`src/rtl/knight_pkg.sv`:
```
// Shared encodings for the knight-rider sequencer: LED pattern modes and sequencer states.
package knight_pkg;

    typedef enum logic [2:0] {
        MODE_OFF    = 3'd0,
        MODE_DOT    = 3'd1,
        MODE_BAR_HI = 3'd2,
        MODE_BAR_LO = 3'd3,
        MODE_TRAIL  = 3'd4
    } mode_e;

    typedef enum logic [1:0] {
        ST_IDLE = 2'd0,
        ST_RUN  = 2'd1,
        ST_DONE = 2'd2
    } state_e;

    // Encodings 5-7 behave like MODE_OFF.
    function automatic logic mode_active(input logic [2:0] m);
        return (m >= 3'(MODE_DOT)) && (m <= 3'(MODE_TRAIL));
    endfunction

endpackage

```
`src/rtl/knight_prescaler.sv`:
```
// Step-period divider: emits a one-cycle STEP every max(CDIV,1) enabled cycles.
module knight_prescaler #(
    parameter int CDIV_W = 32
) (
    input  logic              CLK,
    input  logic              RESET,
    input  logic              EN,
    input  logic [CDIV_W-1:0] CDIV,
    input  logic              CLR,
    output logic              STEP
);

    logic [CDIV_W-1:0] cnt;
    logic [CDIV_W-1:0] last;

    assign last = (CDIV == '0) ? '0 : CDIV - CDIV_W'(1);
    assign STEP = EN && (cnt == last);

    always_ff @(posedge CLK) begin
        if (RESET || CLR)
            cnt <= '0;
        else if (EN)
            cnt <= STEP ? '0 : cnt + CDIV_W'(1);
    end

endmodule

```
`src/rtl/knight_seq_core.sv`:
```
// Knight-rider LED sequencer: bounce patterns, fading trail, one-shot sweeps, and a
// handshaked config port whose changes land only at sweep boundaries.
module knight_seq_core #(
    parameter  int NUM_LED = 8,
    parameter  int CDIV_W  = 32,
    parameter  int PWM_W   = 4,
    localparam int POS_W   = $clog2(2*NUM_LED-2)
) (
    input  logic               CLK,
    input  logic               RESET,
    input  logic               CFG_VALID,
    output logic               CFG_READY,
    input  logic [2:0]         CFG_MODE,
    input  logic [CDIV_W-1:0]  CFG_CDIV,
    input  logic               CFG_ONESHOT,
    output logic [NUM_LED-1:0] LED,
    output logic [POS_W-1:0]   POS,
    output logic               BUSY,
    output logic               DONE
);
    import knight_pkg::*;

    localparam int LAST = 2*NUM_LED-3;

    state_e                         state, state_next;
    logic [2:0]                     mode, pend_mode;
    logic [CDIV_W-1:0]              cdiv, pend_cdiv;
    logic                           oneshot, pend_oneshot, pend_valid;
    logic [POS_W-1:0]               pos, pos_inc;
    logic [NUM_LED-1:0][PWM_W-1:0]  level, level_next;
    logic [PWM_W-1:0]               pwm_cnt;
    logic [NUM_LED-1:0]             led_next;
    logic                           step, wrap, apply, accept, enter_done;
    int                             idx, idx_inc;

    // Fold the 0..2N-3 sweep position onto an LED index (up then back down).
    function automatic int pos_to_idx(input logic [POS_W-1:0] p);
        int v;
        v = int'(p);
        return (v < NUM_LED) ? v : 2*NUM_LED-2-v;
    endfunction

    assign wrap      = step && (int'(pos) == LAST);
    assign pos_inc   = (int'(pos) == LAST) ? '0 : pos + POS_W'(1);
    assign idx       = pos_to_idx(pos);
    assign idx_inc   = pos_to_idx(pos_inc);
    // A pending config only lands while stopped or on a wrap step, so a running sweep never glitches.
    assign apply     = pend_valid && ((state != ST_RUN) || wrap);
    assign accept    = CFG_VALID && !pend_valid;
    assign CFG_READY = !pend_valid;
    assign BUSY      = (state == ST_RUN);
    assign POS       = pos;

    knight_prescaler #(.CDIV_W(CDIV_W)) u_presc (
        .CLK   (CLK),
        .RESET (RESET),
        .EN    (state == ST_RUN),
        .CDIV  (cdiv),
        .CLR   (apply),
        .STEP  (step)
    );

    always_ff @(posedge CLK) begin
        if (RESET) state <= ST_IDLE;
        else       state <= state_next;
    end

    always_comb begin
        state_next = state;
        enter_done = 1'b0;
        if (apply) begin
            state_next = mode_active(pend_mode) ? ST_RUN : ST_IDLE;
        end else if ((state == ST_RUN) && wrap && oneshot) begin
            state_next = ST_DONE;
            enter_done = 1'b1;
        end
    end

    always_comb begin
        led_next   = '0;
        level_next = '0;
        for (int i = 0; i < NUM_LED; i++) begin
            level_next[i] = (i == idx_inc) ? {PWM_W{1'b1}} : (level[i] >> 1);
            case (mode)
                MODE_DOT:    led_next[i] = (i == idx);
                MODE_BAR_HI: led_next[i] = (i >= idx);
                MODE_BAR_LO: led_next[i] = (i <= idx);
                MODE_TRAIL:  led_next[i] = (level[i] > pwm_cnt);
                default:     led_next[i] = 1'b0;
            endcase
            if (state != ST_RUN) led_next[i] = 1'b0;
        end
    end

    always_ff @(posedge CLK) begin
        if (RESET) begin
            mode         <= MODE_OFF;
            cdiv         <= '0;
            oneshot      <= 1'b0;
            pos          <= '0;
            level        <= '0;
            pwm_cnt      <= '0;
            pend_valid   <= 1'b0;
            pend_mode    <= MODE_OFF;
            pend_cdiv    <= '0;
            pend_oneshot <= 1'b0;
            LED          <= '0;
            DONE         <= 1'b0;
        end else begin
            pwm_cnt <= pwm_cnt + PWM_W'(1);
            LED     <= led_next;
            DONE    <= enter_done;
            if (apply) begin
                mode       <= pend_mode;
                cdiv       <= pend_cdiv;
                oneshot    <= pend_oneshot;
                pos        <= '0;
                level      <= '0;
                pend_valid <= 1'b0;
            end else if (step) begin
                pos   <= pos_inc;
                level <= level_next;
            end
            if (accept) begin
                pend_valid   <= 1'b1;
                pend_mode    <= CFG_MODE;
                pend_cdiv    <= CFG_CDIV;
                pend_oneshot <= CFG_ONESHOT;
            end
        end
    end

endmodule

```
`config.mk`:
```
export PLATFORM = sky130hd
export DESIGN_NAME = knight_seq_core
export DESIGN_NICKNAME = d
export VERILOG_FILES = /design/src/rtl/knight_pkg.sv /design/src/rtl/knight_prescaler.sv /design/src/rtl/knight_seq_core.sv
export SDC_FILE = /design/constraint.sdc
export NUM_CORES = 1
export LEC_CHECK = 0
export CAP_MARGIN = 20
export CORE_ASPECT_RATIO = 2
export CORE_MARGIN = 2
export CORE_UTILIZATION = 47
export CTS_CLUSTER_DIAMETER = 60
export DETAILED_ROUTE_END_ITERATION = 16
export PLACE_DENSITY = 0.69
export REMOVE_ABC_BUFFERS = 1
export SLEW_MARGIN = 20
export SYNTH_ARGS = -nofsm -noshare
export SYNTH_HDL_FRONTEND = slang
export SYNTH_SLANG_ARGS = --single-unit
```
`constraint.sdc`:
```
create_clock -name CLK -period 8 [get_ports CLK]
set_input_delay 0.8 -clock CLK [delete_from_list [all_inputs] [get_ports CLK]]
set_output_delay 0.8 -clock CLK [all_outputs]
set_load 0.05 [all_outputs]
```
==> flow_summary.ini <==
[timing]
finClkSkew_ns = 0.00957
fmax_mhz = 188
max_slew.worst_pin.slew_ns = 0.987
setup_slack_ns = 2.68
maxSlewViolCount = 0
min_period_over_period_pct = 66.5
finalSetupViolCount = 0
rsz0062_at_grt = no
fin_crit_ns = 5.32
hold_violations = 0
setup_tns_ns = 0
fin_hold_ws_ns = 0.450
relSlewSlack_pct = 33.8

[route]
vias = 8018
wl_microns = 24500
drtAntennaViolNets = 0
wl_per_cell_microns = 17.4
remaining_drc_errors = 0
via_per_inst = 5.70
drtIter0Drc = 364
drt-pass1-iter-count = 5

[global_route]
grt_pass1_wl_microns = 39100
grt_usage_pct = 25.2
grt.met3_usage_pct = 3.25
grt_busiest_layer = met2
grt_util_met2_pct = 46.8
antenna_found_initial = 0
grt_pass1_vias = 7650
grt_max_degree = 77
gr-total-overflow = 0
met1_usage_pct = 23.9

[worst_setup_path]
r2r-start = cdiv[0]
worstSetupEndpointType = flip-flop
cp-start-kind = flip-flop
path_class = flip-flop to flip-flop
critical_path_arrival_ns = 5.62
required_ns = 8.30
r2r_slack_ns = 2.68
reg2reg_depth = 13
rr_endpoint = DONE
path_max_fanout = 28

[die]
coreArea_sq_um = 18700
dieArea_sq_um = 20300
initial_core_util_pct = 47.8
rows = 71
die_w_microns = 102
fp.dieH_microns = 199
ios = 54

[placement]
gp_congestion = 0.957
dpl.hpwl_microns = 18500
port_buffers = 53
place_ws_ns = 2.75

[worst_hold_path]
min_path_cells = 2
hp-class = flip-flop to flip-flop
holdPathEnd = level[0]
hp-start = level[0]

[synthesis]
synthFlopType = dfxtp_1
netlist-cell-type-count = 73
async_reset_ff_share_pct = 0
yosys_warnings = 0
synth_edf_count = 0
synth.most_common_cell = nand2_1
avgSynthCellArea_sq_um = 7.93
yosys-top-cells-area = dfxtp_1 (35%), nand2_1 (6.7%), a21oi_1 (5.9%)
yosys-top-cells-count = nand2_1 (159), dfxtp_1 (156), nor2_1 (120), a21oi_1 (106), clkbuf_1 (52)
synth-seq-cells = 156
netlist_instances = 1130
yosys.area.top_type = dfxtp_1
synth_top_area_share_pct = 34.8
synth_seq_area_share_pct = 34.8
syn_area_sq_um = 8960

[job]
drv_cap = 0

[layout]
synthToLayoutAreaGrowth_pct = 13.9
diodes = 0
drive_above_1_share_pct = 6.16
fillCellCount = 1840
nets = 1218

[pwr]
powerDensity_nw_per_um2 = 204
p_leak_nw = 4.08
ir_drop_mv = 0.125
power.total_mw = 2.08

[cts]
cts_tree = built
ctsResizeCount = 0
h-tree-depth = 4
cts_buffer_depth = 2
cts.clk_slew.worst_paths_ns = 0.07
cts_made_buffers = 17
clk_latency_ns = 0.43
root_buffer = clkbuf_16
cts_hold_buf = 0
postCtsSetupRepairBufs = 0
clock_sinks = 156

[status]
status = completed
-- report_power, final --
part	switching [mW]	leakage [nW]	total, mW	internal, mW
registers	0.0189	1.26	0.814	0.795
clock network	0.337	0.300	0.880	0.543
logic	0.235	2.52	0.391	0.156
-- how the worst max path moves through the flow --
| stage | start | slack (ns) | endpoint | cells past startpoint |
|---|---|---|---|---|
| after floorplan | cdiv[2] | 2.63 | POS[0] | 10 |
| final | cdiv[0] | 2.68 | DONE | 13 |
| after CTS | cdiv[0] | 2.71 | level[25] | 13 |
| after global routing | cdiv[0] | 2.39 | state[1] | 13 |
| after detailed placement | cdiv[0] | 2.75 | level[12] | 13 |
| after global placement | cdiv[0] | 2.71 | level[4] | 13 |
-- layer usage --
| metal | wire length [microns] | up-vias |
|---|---|---|
| li1 | - | 3971 |
| met1 | 8460 | 3761 |
| met2 | 13500 | 189 |
| met3 | 636 | 97 |
| met4 | 1930 | 0 |
| met5 | 0 | - |
-- logic make-up after synthesis --
| family | synth area share (%) |
|---|---|
| AND/OR/NAND/NOR | 25.3 |
| buffers and inverters | 5.28 |
| adder cells (fa/ha/maj) | 5.70 |
| flip-flops | 34.8 |
| AO/OA/AOI/OAI | 17.0 |
| XOR/XNOR | 6.94 |
| multiplexers | 4.96 |
-- layout make-up --
type                            count  area [sq um]  share of cell area [%]
Tap cell                          255           319                    3.13
Timing Repair Buffer               62           593                    5.81
Sequential cell                   156          3120                    30.6
Inverter                           41           154                    1.51
Clock buffer                       20           457                    4.47
Multi-Input combinational cell    861          5380                    52.7
Clock inverter                     12           185                    1.81
-- placed cells by master, fill, tap and decap left out, types with 4 or more instances in the layout --
cell and count:
bufinv_16 4, a211oi_1 4, xor2_1 30, dfxtp_1 156
nor4_1 20, a21o_1 14, mux2i_1 41, a22oi_1 5
or3_1 18, and3_1 14, a31oi_1 4, buf_4 9
clkbuf_16 17, a41o_1 6, a21oi_1 106, nor2_1 120
xnor2_1 33, o21bai_1 13, nand2b_1 11, inv_1 41
nand4_1 19, clkinvlp_4 4, nand3_1 27, and2_1 7
nor3_1 17, or4_1 12, o22ai_1 9, or2_2 10
nand2_1 159, nor3b_1 6, ha_1 40, o221a_2 4
nor2b_1 14, o21ai_0 30, clkdlybuf4s50_1 52, a41oi_1 4
-- stage by stage --
stage	area (sq um)	cells	util [%]
after global placement	9570	1375	51.0
after global routing	10200	1407	54.5
after detailed placement	9570	1375	51.0
after floorplan	8640	1058	-
after CTS	10200	1407	54.5
final	10200	1407	54.5
-- worst max-delay path: stages (launching register included) --
cell	delay [ns]
dfxtp_1	0.42
inv_1	0.12
ha_1	0.37
inv_1	0.17
nor4_1	0.77
and3_1	0.71
a21oi_1	0.09
o311ai_1	0.56
o2111a_1	0.27
or4b_1	0.46
o41a_2	0.40
nand2_1	0.35
buf_4	0.38
nor2_1	0.08
-- flip-flops by register name (all words and copies together), names as in the netlist --
| register | cells |
|---|---|
| cdiv | 32 |
| level | 32 |
| pend_cdiv | 32 |
| u_presc.cnt | 32 |
| LED | 8 |
| POS | 4 |
| pwm_cnt | 4 |
| mode | 3 |
| pend_mode | 3 |
| state | 2 |
| DONE | 1 |
| oneshot | 1 |
| pend_oneshot | 1 |
| pend_valid | 1 |
Note: power is estimated with default switching activity, not from simulation.
==> patch 1 (same flow settings) <==
The parameter `NUM_LED` goes from 8 to 16.
--- a/src/rtl/knight_seq_core.sv
+++ b/src/rtl/knight_seq_core.sv
@@ -2,5 +2,5 @@
 // handshaked config port whose changes land only at sweep boundaries.
 module knight_seq_core #(
-    parameter  int NUM_LED = 8,
+    parameter  int NUM_LED = 16,
     parameter  int CDIV_W  = 32,
     parameter  int PWM_W   = 4,
Ports: changed (resized LED and POS); port bits go from 54 to 63. The function was not compared with the original's and may differ.
==> patch 1 against the original RTL <==
Critical path depth decreased by 2; first-iteration DRC count up 76%; cell area rose by 30%; maximum frequency is 6.7% lower; sequential cell count rose by 41; power up 19%; wire length rose by 49%; area after synthesis rose by 33%; setup slack lost 0.38 ns; critical path type unchanged.
==> patch 1: results (changes against the original RTL) <==
Routing
The routed length on met3 is 1286 um (was 636 um). The via total after detailed routing is 11,230 (was 8,018). The routed metal-1 wirelength is 13,080 um (was 8463 um). The starting DRC count in detailed routing is 639 (was 364). The sum of routed wire length over all layers was 36,490 um (was 24,490 um).

Global route
The met2 demand-to-capacity share in global routing is 0.5005 (was 0.4678). The global-route met1 utilization came to 0.2909 (was 0.2385). The first-pass GRT wire length is 58,280 um (was 39,080 um).

Placement
The placer congestion estimate was 0.9541 (was 0.9565). The total half-perimeter wirelength after legalization and detailed placement came to 26,760 um (was 18,550 um). The cell area after placement is 12,590 sq um (was 9565 sq um). The post-placement setup slack came to 2.375 ns (was 2.746 ns).

Logic synthesis
The number of distinct library cells after synthesis is 78 (was 73). The arithmetic-cell share of the synthesized area counting full adders, half adders and majority gates is 0.07342 (was 0.05695). The compound-cell area share of the yosys netlist is 0.1672 (was 0.1700). The synthesized-area fraction occupied by xor and xnor cells came to 0.05381 (was 0.06937).

Critical path
The endpoint of the worst-slack reg-to-reg timing path is level[60] (was DONE). The number of cells traversed by the worst register-to-register path is 11 (was 13). The arrival time reported for the critical path endpoint is 6.02 ns (was 5.62 ns). The critical register-to-register path startpoint is cdiv[11] (was cdiv[0]). The slowest cell on the critical path was sky130_fd_sc_hd__or4_1 (was sky130_fd_sc_hd__nor4_1).

Clocking
The clock latency of the later-clocked register in the worst-skew pair is 0.47 ns (was 0.43 ns).

Pwr
The overall power of the completed layout is 2475 uW (was 2085 uW).

STA
The setup clock skew after layout is 0.01172 ns (was 0.009566 ns). The worst hold-check slack came to 0.4570 ns (was 0.4500 ns). The worst-margin pin slew was 1.090 ns (was 0.9869 ns).

Final layout
The number of standard cells in the final layout excluding fillers is 1,851 (was 1,407). The share of layout cells above drive strength 1 was 0.05281 (was 0.06163).

Worst hold path
The launch instance of the worst min-delay path is pend_cdiv[5] (was level[0]).

Status
Result of the run: completed (unchanged).
[patch 1: cell count changes after synthesis, moves of 21 or more]
cell and change:
sky130_fd_sc_hd__nand3_1 +21, sky130_fd_sc_hd__nor3_1 +63, sky130_fd_sc_hd__ha_1 +30, sky130_fd_sc_hd__nand2_1 +46
sky130_fd_sc_hd__dfxtp_1 +41, sky130_fd_sc_hd__nor2_1 -24, sky130_fd_sc_hd__clkbuf_1 +26, sky130_fd_sc_hd__nor4b_1 +32
sky130_fd_sc_hd__o21ai_0 +23, sky130_fd_sc_hd__a21oi_1 +47
[patch 1: final cells by class]
cell class	instances	area, sq um
sequential	197	3944
tap	336	420.4
fill	2490	11800
multi-input combinational	1152	7289
inverter	57	214.0
timing repair buffer	77	732.0
clock inverter	15	205.2
clock buffer	17	425.4
[patch 1: worst max path at each step]
stage | cells after the start | endpoint
after floorplan | 9 | POS[3]
after global placement | 11 | level[32]
after detailed placement | 11 | level[18]
after CTS | 11 | POS[2]
after global routing | 11 | level[37]
final | 11 | level[60]
==> patch 2 (same settings) <==
Without the edit above. Put one more register stage on the output `LED`, with the module's reset. The value now appears one clock later. The other outputs are not delayed to match.
--- a/src/rtl/knight_seq_core.sv
+++ b/src/rtl/knight_seq_core.sv
@@ -22,4 +22,6 @@
 
     localparam int LAST = 2*NUM_LED-3;
+
+    logic [NUM_LED-1:0] LED_s0;
 
     state_e                         state, state_next;
@@ -105,9 +107,9 @@
             pend_cdiv    <= '0;
             pend_oneshot <= 1'b0;
-            LED          <= '0;
+            LED_s0       <= '0;
             DONE         <= 1'b0;
         end else begin
             pwm_cnt <= pwm_cnt + PWM_W'(1);
-            LED     <= led_next;
+            LED_s0  <= led_next;
             DONE    <= enter_done;
             if (apply) begin
@@ -131,4 +133,12 @@
     end
 
+    always_ff @(posedge CLK) begin
+        if (RESET) begin
+            LED <= '0;
+        end else begin
+            LED <= LED_s0;
+        end
+    end
+
 endmodule
 
Formal check against the unedited RTL: not equivalent (a bounded check fails within 4 cycles, from zero or initial values and one cycle with RESET high).
==> patch 2 against the original RTL <==
Global-route usage rose by 1.2 points; power rose by 2.6%; area after synthesis is 2.6% higher; wire length grew 7.8%; first-iteration DRC count is 5.8% higher; sequential cell count up 8; sequential share of layout area increased by 1.1 points; clock skew up 0.0024 ns; die area is 2.6% higher; setup slack better by 0.060 ns; clock power fell by 3.1%; cell area grew 1.6%; largest cell class unchanged.
==> patch 2: results (changes against the original RTL) <==
Status
Result of the run: completed (unchanged).

Routing
The amount of wire on met2 after detailed routing is 13,890 um (was 13,460 um). The starting DRC count in detailed routing is 385 (was 364). The via total after detailed routing is 8,080 (was 8,018). The routed metal-1 wirelength is 9439 um (was 8463 um).

Pwr
The power density normalized to cell area is 206.3 nW/um^2 (was 204.3 nW/um^2). The sequential power came to 856 uW (was 814 uW). The power attributed to the clock group is 853 uW (was 880 uW).

The largest voltage drop on the vdd net came to 0.1344 mV (was 0.1250 mV).

Placement
The total half-perimeter wirelength after legalization and detailed placement is 19,970 um (was 18,550 um). The placer congestion estimate was 1.125 (was 0.9565).

STA
The setup clock skew after layout is 0.01201 ns (was 0.009566 ns). The worst-margin pin slew is 0.9728 ns (was 0.9869 ns). The final critical-path share of the clock period is 0.6570 (was 0.6645). The worst hold-check slack is 0.4352 ns (was 0.4500 ns).

Logic synthesis
The area share of the leading cell type in the synthesized netlist was 0.3569 (was 0.3484). The compound-cell area share of the yosys netlist is 0.1493 (was 0.1700). The share of cell area taken by muxes after synthesis is 0.05495 (was 0.04955). The number of distinct library cells after synthesis is 82 (was 73).

The sequential-to-total area share from yosys stat was 0.3569 (was 0.3484). The arithmetic-cell share of the synthesized area counting full adders, half adders and majority gates is 0.05441 (was 0.05695).

Critical path
The slowest cell on the critical path is sky130_fd_sc_hd__nor3_2 (was sky130_fd_sc_hd__nor4_1). The worst stage delay on the critical path is 0.89 ns (was 0.77 ns). The end point of the critical path is u_presc.cnt[23] (was DONE).

The arrival time reported for the critical path endpoint is 5.54 ns (was 5.62 ns).

Global route
The via count of the first global-routing pass is 7,854 (was 7,650). The met2 demand-to-capacity share in global routing is 0.4643 (was 0.4678). The global-route met1 utilization is 0.2663 (was 0.2385).

The global routing usage summed across all routing layers was 0.2638 (was 0.2516).

Final layout
The fill cell instance count of the final layout was 1,868 (was 1,840). The count of nets after finishing is 1,211 (was 1,218).
-- patch 2: cell count changes after synthesis, moves of 12 or more --
| cell | unedited run | this run |
|---|---|---|
| sky130_fd_sc_hd__nand2_1 | 159 | 123 |
| sky130_fd_sc_hd__a21oi_1 | 106 | 67 |
| sky130_fd_sc_hd__nor2_1 | 120 | 179 |
| sky130_fd_sc_hd__o21bai_1 | 13 | 0 |
| sky130_fd_sc_hd__or3_1 | 18 | 6 |
| sky130_fd_sc_hd__clkbuf_1 | 52 | 39 |
| sky130_fd_sc_hd__a211oi_1 | 4 | 23 |
-- patch 2: cell type report --
| class | instances | area (sq um) | area share |
|---|---|---|---|
| timing repair buffer | 62 | 593.1 | 0.05718 |
| multi-input combinational | 854 | 5433 | 0.5238 |
| clock inverter | 10 | 147.6 | 0.01424 |
| tap | 259 | 324.1 | 0.03125 |
| clock buffer | 20 | 466.7 | 0.04500 |
| sequential | 164 | 3283 | 0.3166 |
| inverter | 33 | 123.9 | 0.01194 |
